<file path="src/rtl/numofbit_scan.sv">
// Sequential bit-length / lowest-set-bit encoder that scans one CHUNK_WIDTH slice per cycle.
// Build option NUMBIT_FIXED_LATENCY_EN: always visit every chunk so latency is NUM_CHUNKS+1 for all inputs.
module numofbit_scan #(
    parameter int DATA_WIDTH  = 32,
    parameter int CHUNK_WIDTH = 8,
    localparam int AW = $clog2(DATA_WIDTH) + 1
) (
    input  logic                  clk,
    input  logic                  rst_n,
    input  logic                  in_valid,
    output logic                  in_ready,
    input  logic [DATA_WIDTH-1:0] in_data,
    input  logic                  in_mode,
    output logic                  out_valid,
    input  logic                  out_ready,
    output logic [AW-1:0]         out_amount,
    output logic                  out_zero,
    output logic                  busy
);

    localparam int NUM_CHUNKS = DATA_WIDTH / CHUNK_WIDTH;
    localparam int IW = (NUM_CHUNKS > 1) ? $clog2(NUM_CHUNKS) : 1;
    localparam int PW = (CHUNK_WIDTH > 1) ? $clog2(CHUNK_WIDTH) : 1;
    localparam logic [IW-1:0] LAST_IDX = IW'(NUM_CHUNKS - 1);

    typedef enum logic [1:0] {
        IDLE = 2'd0,
        SCAN = 2'd1,
        DONE = 2'd2
    } stateT;

    stateT                 stateReg, stateNext;
    logic [DATA_WIDTH-1:0] dataReg, dataNext;
    logic                  modeReg, modeNext;
    logic [IW-1:0]         idxReg, idxNext;
    logic [AW-1:0]         amountReg, amountNext;
    logic                  zeroReg, zeroNext;
`ifdef NUMBIT_FIXED_LATENCY_EN
    logic                  foundReg, foundNext;
`endif

    logic [CHUNK_WIDTH-1:0] chunkArr [NUM_CHUNKS];
    logic [CHUNK_WIDTH-1:0] chunkCur;
    logic [PW-1:0]          hiPos;
    logic [PW-1:0]          loPos;
    logic [PW-1:0]          localPos;
    logic                   chunkNonZero;
    logic                   lastChunk;
    logic [AW-1:0]          hitAmount;
    logic [IW-1:0]          idxStep;

    generate
        for (genvar gi = 0; gi < NUM_CHUNKS; gi++) begin : gChunk
            assign chunkArr[gi] = dataReg[gi*CHUNK_WIDTH +: CHUNK_WIDTH];
        end
    endgenerate

    // Only a CHUNK_WIDTH-wide priority search sits on the per-cycle path.
    always_comb begin
        chunkCur = chunkArr[idxReg];
        hiPos    = '0;
        loPos    = '0;
        for (int i = 0; i < CHUNK_WIDTH; i++) begin
            if (chunkCur[i]) begin
                hiPos = PW'(i);
            end
        end
        for (int i = CHUNK_WIDTH - 1; i >= 0; i--) begin
            if (chunkCur[i]) begin
                loPos = PW'(i);
            end
        end
        chunkNonZero = |chunkCur;
        localPos     = modeReg ? loPos : hiPos;
        hitAmount    = AW'(idxReg) * AW'(CHUNK_WIDTH) + AW'(localPos) + AW'(1);
        lastChunk    = modeReg ? (idxReg == LAST_IDX) : (idxReg == '0);
        idxStep      = modeReg ? (idxReg + IW'(1)) : (idxReg - IW'(1));
    end

    always_comb begin
        stateNext  = stateReg;
        dataNext   = dataReg;
        modeNext   = modeReg;
        idxNext    = idxReg;
        amountNext = amountReg;
        zeroNext   = zeroReg;
`ifdef NUMBIT_FIXED_LATENCY_EN
        foundNext  = foundReg;
`endif
        case (stateReg)
            IDLE: begin
                if (in_valid) begin
                    stateNext = SCAN;
                    dataNext  = in_data;
                    modeNext  = in_mode;
                    idxNext   = in_mode ? '0 : LAST_IDX;
`ifdef NUMBIT_FIXED_LATENCY_EN
                    foundNext = 1'b0;
`endif
                end
            end
            SCAN: begin
`ifdef NUMBIT_FIXED_LATENCY_EN
                // First hit in scan order wins; remaining chunks are visited only to fix latency.
                if (!foundReg && chunkNonZero) begin
                    amountNext = hitAmount;
                    zeroNext   = 1'b0;
                    foundNext  = 1'b1;
                end
                if (lastChunk) begin
                    stateNext = DONE;
                    if (!foundReg && !chunkNonZero) begin
                        amountNext = '0;
                        zeroNext   = 1'b1;
                    end
                end else begin
                    idxNext = idxStep;
                end
`else
                if (chunkNonZero) begin
                    amountNext = hitAmount;
                    zeroNext   = 1'b0;
                    stateNext  = DONE;
                end else if (lastChunk) begin
                    amountNext = '0;
                    zeroNext   = 1'b1;
                    stateNext  = DONE;
                end else begin
                    idxNext = idxStep;
                end
`endif
            end
            DONE: begin
                if (out_ready) begin
                    stateNext = IDLE;
                end
            end
            default: begin
                stateNext = IDLE;
            end
        endcase
    end

    always_ff @(posedge clk) begin
        if (!rst_n) begin
            stateReg  <= IDLE;
            dataReg   <= '0;
            modeReg   <= 1'b0;
            idxReg    <= '0;
            amountReg <= '0;
            zeroReg   <= 1'b0;
`ifdef NUMBIT_FIXED_LATENCY_EN
            foundReg  <= 1'b0;
`endif
        end else begin
            stateReg  <= stateNext;
            dataReg   <= dataNext;
            modeReg   <= modeNext;
            idxReg    <= idxNext;
            amountReg <= amountNext;
            zeroReg   <= zeroNext;
`ifdef NUMBIT_FIXED_LATENCY_EN
            foundReg  <= foundNext;
`endif
        end
    end

    assign in_ready   = (stateReg == IDLE);
    assign out_valid  = (stateReg == DONE);
    assign busy       = (stateReg != IDLE);
    assign out_amount = amountReg;
    assign out_zero   = zeroReg;

endmodule
</file>
<file path="config.mk">
export PLATFORM = sky130hd
export DESIGN_NAME = numofbit_scan
export DESIGN_NICKNAME = d
export VERILOG_FILES = /design/src/rtl/numofbit_scan.sv
export SDC_FILE = /design/constraint.sdc
export NUM_CORES = 1
export LEC_CHECK = 0
export CORE_UTILIZATION = 45
export DETAILED_ROUTE_END_ITERATION = 6
export PLACE_DENSITY = 0.72
export SETUP_SLACK_MARGIN = 0.2
export SLEW_MARGIN = 20
export SYNTH_ARGS = -nofsm -noshare
export SYNTH_HDL_FRONTEND = slang
export SYNTH_SLANG_ARGS = --single-unit
</file>
<file path="constraint.sdc">
create_clock -name clk -period 3.15 [get_ports clk]
set_input_delay 0.945 -clock clk [delete_from_list [all_inputs] [get_ports clk]]
set_output_delay 0.945 -clock clk [all_outputs]
set_load 0.005 [all_outputs]
</file>
**Word level (Yosys, flattened, before mapping)**

Cells that the tools add are included.

- Word-level logic and storage cells: 65
- Output and inout port bits: 10
- Bits in registers: 44
- Bits of input ports: 37

- Reduce and logical (&&, ||, !) cells: 10
- Eq/ne operators: 8
- Bitwise operators: 1
- Add/subtract/negate cells: 4
- Multiplexer cells: 35
- Order comparisons: 1

Operators with widths:

| operator | count |
|---|---|
| $mux W3 | 15 |
| $mux W2 | 9 |
| $bmux W8 S2 | 1 |
| $mux W8 | 2 |
| $mux W6 | 2 |
| $reduce_or A8 Y1 | 1 |
| $add A5 B3 Y6 | 1 |
| $add A6 B1 Y6 const B | 1 |
| $ne A2 B2 Y1 const B | 3 |
| $pmux W2 S3 | 1 |
| $reduce_bool A2 Y1 | 3 |
| $eq A2 B2 Y1 const B | 2 |
| $logic_not A2 Y1 | 2 |
| $mux W1 | 4 |
| $pmux W2 S2 | 1 |
| $reduce_and A2 Y1 | 2 |
| $reduce_and A4 Y1 | 1 |
| $ge A3 B3 Y1 const B | 1 |
| $ne A3 B3 Y1 const B | 1 |
| $not A2 Y3 | 1 |
| $reduce_and A3 Y1 | 1 |
| $add A2 B1 Y2 const B | 1 |
| $eq A2 B1 Y1 const B | 1 |
| $ne A2 B1 Y1 const B | 1 |
| $sub A2 B1 Y2 const B | 1 |

**Depth between registers and ports, before layout**

- Word-level depth: 16
- Mapped depth: 11
- Mapped depth without buffers: 9

**Worst setup path before layout**

No wires, ideal clock.

- Path type: reg2reg
- Start: reg idxReg[1]
- End: reg amountReg[4] (netlist: out_amount[4])
- Required time: 3017 ps
- Buffers on the path: 1
- Clock period less this slack: 2428 ps
- Library setup time: 133 ps
- Path slack: 722 ps
- Stages on the path, launching flop included: 11
- Arrival: 2295 ps
- Cell sequence: dfxtp_1 buf_2 mux4_2 nand2b_1 a2111o_1 and2_1 nor2_1 ha_1 nand3_1 nand4_1 o221ai_1

- Word-level cells in the longest chain between the ends: 16
- Elaborated cells between the ends (all ways): 29
- Those cells by class: add/sub: 2; eq/ne: 1; mux: 21; bitwise: 1; reduce/logical: 4

Ends and longest elaborated chain:

| what | RTL line | source |
|---|---|---|
| from (decl) | 35 | `logic [IW-1:0] idxReg, idxNext;` |
| from (signal assigned) | 159 | `idxReg <= idxNext;` |
| $not A2 Y3 (not written as such) | 60 | `chunkCur = chunkArr[idxReg];` |
| $bmux W8 S2 | 60 |  |
| $mux W8 (not written as such) (2 in a row) | 60 |  |
| $mux W3 (8 in a row) | 69 | `if (chunkCur[i]) begin` |
| $mux W3 | 74 | `localPos = modeReg ? loPos : hiPos;` |
| $add A5 B3 Y6 | 75 | `hitAmount = AW'(idxReg) * AW'(CHUNK_WIDTH) + AW'(localPos) + AW'(1);` |
| $add A6 B1 Y6 | 75 |  |
| $mux W6 | 120 | `if (chunkNonZero) begin` |
| to (signal assigned) | 160 | `amountReg <= amountNext;` |
| to (decl) | 36 | `logic [AW-1:0] amountReg, amountNext;` |

Several ways; a longest one is shown, not always the timed one. The select of a mux whose other input is x is not followed.
A chain may end at the register's enable or synchronous reset.

**Worst setup path in the final report**

- Start: reg idxReg[0]
- End: reg idxReg[0]

- Word-level cells in the longest chain between the ends: 7
- Elaborated cells between the ends (all ways): 17
- Those cells by class: add/sub: 2; eq/ne: 3; mux: 8; bitwise: 1; reduce/logical: 3

Ends and longest elaborated chain:

| what | RTL line | source |
|---|---|---|
| $not A2 Y3 (not written as such) | 60 |  |
| $bmux W8 S2 | 60 |  |
| $mux W8 (not written as such) (2 in a row) | 60 |  |
| $reduce_or A8 Y1 | 73 | `chunkNonZero = \|chunkCur;` |
| $ne A2 B2 Y1 (no line) | n/a |  |
| $reduce_and A4 Y1 (no line) | n/a |  |

Several ways; a longest one is shown, not always the timed one. The select of a mux whose other input is x is not followed.

==> impl_metrics.env <==
export IMPL_status="finished, violations left"
export IMPL_violations="DRC"
export IMPL_initial_utilization=0.483
export IMPL_drtAntennaViolNets=0
export IMPL_cp_end_kind="flop"
export IMPL_cts_max_path_buffers=2
export IMPL_critPathSlowestCell="mux4_2"
export IMPL_synth_area_per_cell_um2=8.61
export IMPL_cts_buffers=5
export IMPL_drc=1
export IMPL_ys_seq_elements=44
export IMPL_path_buf_inv=0
export IMPL_worst_slew_pin_slew_ns=0.628
export IMPL_clock_latency_ns=0.29
export IMPL_grt_max_degree=50
export IMPL_cts_sinks=44
export IMPL_critPathTopFamily="simple AND/OR/NAND/NOR gates"
export IMPL_hold_viol=0
export IMPL_crit_path_cell_trace="mux4_2 > or4_4 > and3b_2 > nor2_2 > nor4b_2 > nor3b_1"
export IMPL_synth_most_common_cell="nand2_1"
export IMPL_drt_pass1_iter_count=7
export IMPL_htree_levels=2
export IMPL_die_x_um=71.3
export IMPL_leakage_uw=0.000989
export IMPL_hold_class="reg2reg"
export IMPL_fillers=402
export IMPL_powerDensity_nw_per_um2=512
export IMPL_rr_startpoint="idxReg[0]"
export IMPL_synth_top_area_frac=0.407
export IMPL_hold_start="out_amount[0]"
export IMPL_start_kind="flop"
export IMPL_viasPerCell=5.33
export IMPL_synth_cell_types=43
export IMPL_place_area_um2=2650
export IMPL_holdPathEnd="out_amount[0]"
export IMPL_wire_per_inst_um=13.2
export IMPL_synth_cell_area_um2=2160
export IMPL_synth_area_leader_cell="dfxtp_1"
export IMPL_synth_top_family_by_area="simple AND/OR/NAND/NOR gates"
export IMPL_final_area_um2=2750
export IMPL_fin_crit_sh=0.833
export IMPL_dieArea_um2=5090
export IMPL_grt_ovfl_total=0
export IMPL_coreArea_um2=4470
export IMPL_regToRegSetupSlack_ns=0.53
export IMPL_cts_tree="done"
export IMPL_tns_ns=0
export IMPL_area_growth_pct=27.0
export IMPL_fin_skew_ns=0.00682
export IMPL_grt_pass1_wl_um=8390
export IMPL_drive_gt1_frac=0.0990
export IMPL_synth_compound_area_share=0.200
export IMPL_yosysSeqAreaShare=0.407
export IMPL_arrival_ns=2.81
export IMPL_grt_pass1_vias=1845
export IMPL_die_y_um=71.3
export IMPL_synth_simple_area_share=0.250
export IMPL_wl_um=4570
export IMPL_finalSetupViolCount=0
export IMPL_post_route_min_period_ns=2.62
export IMPL_synth_commonest_cells="72 x nand2_1, 44 x dfxtp_1, 33 x a21boi_0"
export IMPL_vias=1839
export IMPL_crit_type="reg2reg"
export IMPL_report_final_slew_viol_count=0
export IMPL_drt_iter0_markers=167
export IMPL_io_pin_count=47
export IMPL_worst_r2r_cell_count=6
export IMPL_synth_edf_count=0
export IMPL_ys_async_sr_fraction=0
export IMPL_slowest_delay_ns=0.62
export IMPL_required_ns=3.34
export IMPL_fin_nets=330
export IMPL_irDropWorstVdd_uv=342
export IMPL_synth_xor_area_share=0.00405
export IMPL_whs_ns=0.456
export IMPL_holdPathStages=2
export IMPL_n_antenna_cell=0
export IMPL_gp_congestion=0.924
export IMPL_synth_fa_ha_area_frac=0.00579
export IMPL_io_buffers=46
export IMPL_synth_area_mux_share=0.0926
export IMPL_grtUsageTotal=0.207
export IMPL_yosysWarnings=0
export IMPL_cp_max_fo=9
export IMPL_max_slew_margin=0.579
export IMPL_synthTopCellsByArea="dfxtp_1 41%, nand2_1 13%, a21boi_0 11%, mux4_2 8.3%, clkbuf_1 2.4%"
export IMPL_antenna_found_initial=0
export IMPL_rsz0062_at_grt="false"
export IMPL_fmax_mhz=381
export IMPL_rr_endpoint="idxReg[0]"
export IMPL_syn_nets=289
export IMPL_placementRows=24
export IMPL_ys_flop_type="dfxtp_1"
export IMPL_cts_root_buf="clkbuf_8"
export IMPL_post_cts_setup_buffers=0
export IMPL_syn_instance_count=251
export IMPL_path_clk_slew_ns=0.08
export IMPL_hpwl_um=3350
export IMPL_maxCapViolCount=0
through the flow:
step	util	total power [uW]	std cells	setup WS, ns
2_1_floorplan	-	916	251	0.722
3_3_place_gp	0.591	1040	337	0.582
3_5_place_dp	0.591	1050	337	0.463
4_1_cts	0.612	1410	345	0.460
5_1_grt	0.614	1500	345	0.328
6_report	0.614	1400	345	0.525
how the worst max path moves through the flow:
| stage | cells after the start | from | to | slack (ns) |
|---|---|---|---|---|
| 2_1_floorplan | 10 | idxReg[1] | out_amount[4] | 0.72 |
| 3_5_place_dp | 7 | idxReg[1] | idxReg[0] | 0.46 |
| 4_1_cts | 7 | idxReg[1] | idxReg[0] | 0.46 |
| 5_1_grt | 9 | idxReg[1] | out_amount[4] | 0.33 |
| 3_3_place_gp | 6 | idxReg[0] | idxReg[0] | 0.58 |
| 6_report | 6 | idxReg[0] | idxReg[0] | 0.53 |
layout by cell type (no fill, tap or decap), types with 2 or more instances in the layout:
cell type,n
o21ai_0,5
nand4_1,2
o21a_1,2
nand2b_1,4
and2_1,4
a21oi_1,4
mux2i_1,2
nor3b_1,2
a22oi_1,2
a21boi_0,33
nor3_1,2
clkdlybuf4s50_1,46
dfxtp_1,44
a21boi_1,2
buf_4,5
nor2b_1,5
o211ai_1,2
clkbuf_8,6
nor2_1,13
inv_1,2
nand2_1,72
nand3_1,4
mux4_2,8
metal layers:
| layer | GRT usage | routed length [um] |
|---|---|---|
| met3 | 0.0394 | 183 |
| met2 | 0.342 | 2150 |
| met1 | 0.279 | 2200 |
| met4 | 0.0556 | 35 |
| met5 | 0 | 0 |
flip-flops by register name (all words and copies together), names as in the netlist:
signal,cells
idxReg,2
dataReg,32
stateReg,2
modeReg,1
out_zero,1
out_amount,6
logic make-up (layout without fill, tap and decap cells):
| group | Yosys count | count (layout) |
|---|---|---|
| flip-flops | 44 | 44 |
| AND/OR/NAND/NOR | 117 | 117 |
| adder cells (fa/ha/maj) | 1 | 1 |
| AO/OA/AOI/OAI | 59 | 59 |
| XOR/XNOR | 1 | 1 |
| buffers and inverters | 19 | 61 |
| multiplexers | 10 | 10 |
tightest hold or removal path: cells and delay by family, from the launching register on:
family	cells	cell delay, ns
AO/OA/AOI/OAI	1	0.05
flip-flops	1	0.31
AND/OR/NAND/NOR	1	0.05
where the power goes:
part | internal, uW | switching, uW | total (uW)
sequential | 605 | 42.9 | 648
clock | 178 | 188 | 366
combinational | 203 | 187 | 391
layout make-up:
class | instances | area (um^2) | share of cell area
flip-flops and latches | 44 | 881 | 0.321
multi-input cells | 188 | 1200 | 0.437
inverters | 2 | 7.51 | 0.00273
clock buffers | 7 | 86.3 | 0.0314
repair buffers | 51 | 498 | 0.181
well taps | 52 | 65.1 | 0.0237
clock inverters | 1 | 7.51 | 0.00273
what timing repair did:
item	4_1_cts	5_1_grt
resized for setup	0	1
setup endpoints to repair	0	1
hold buffers	0	0
(Power assumes the default switching activity.)
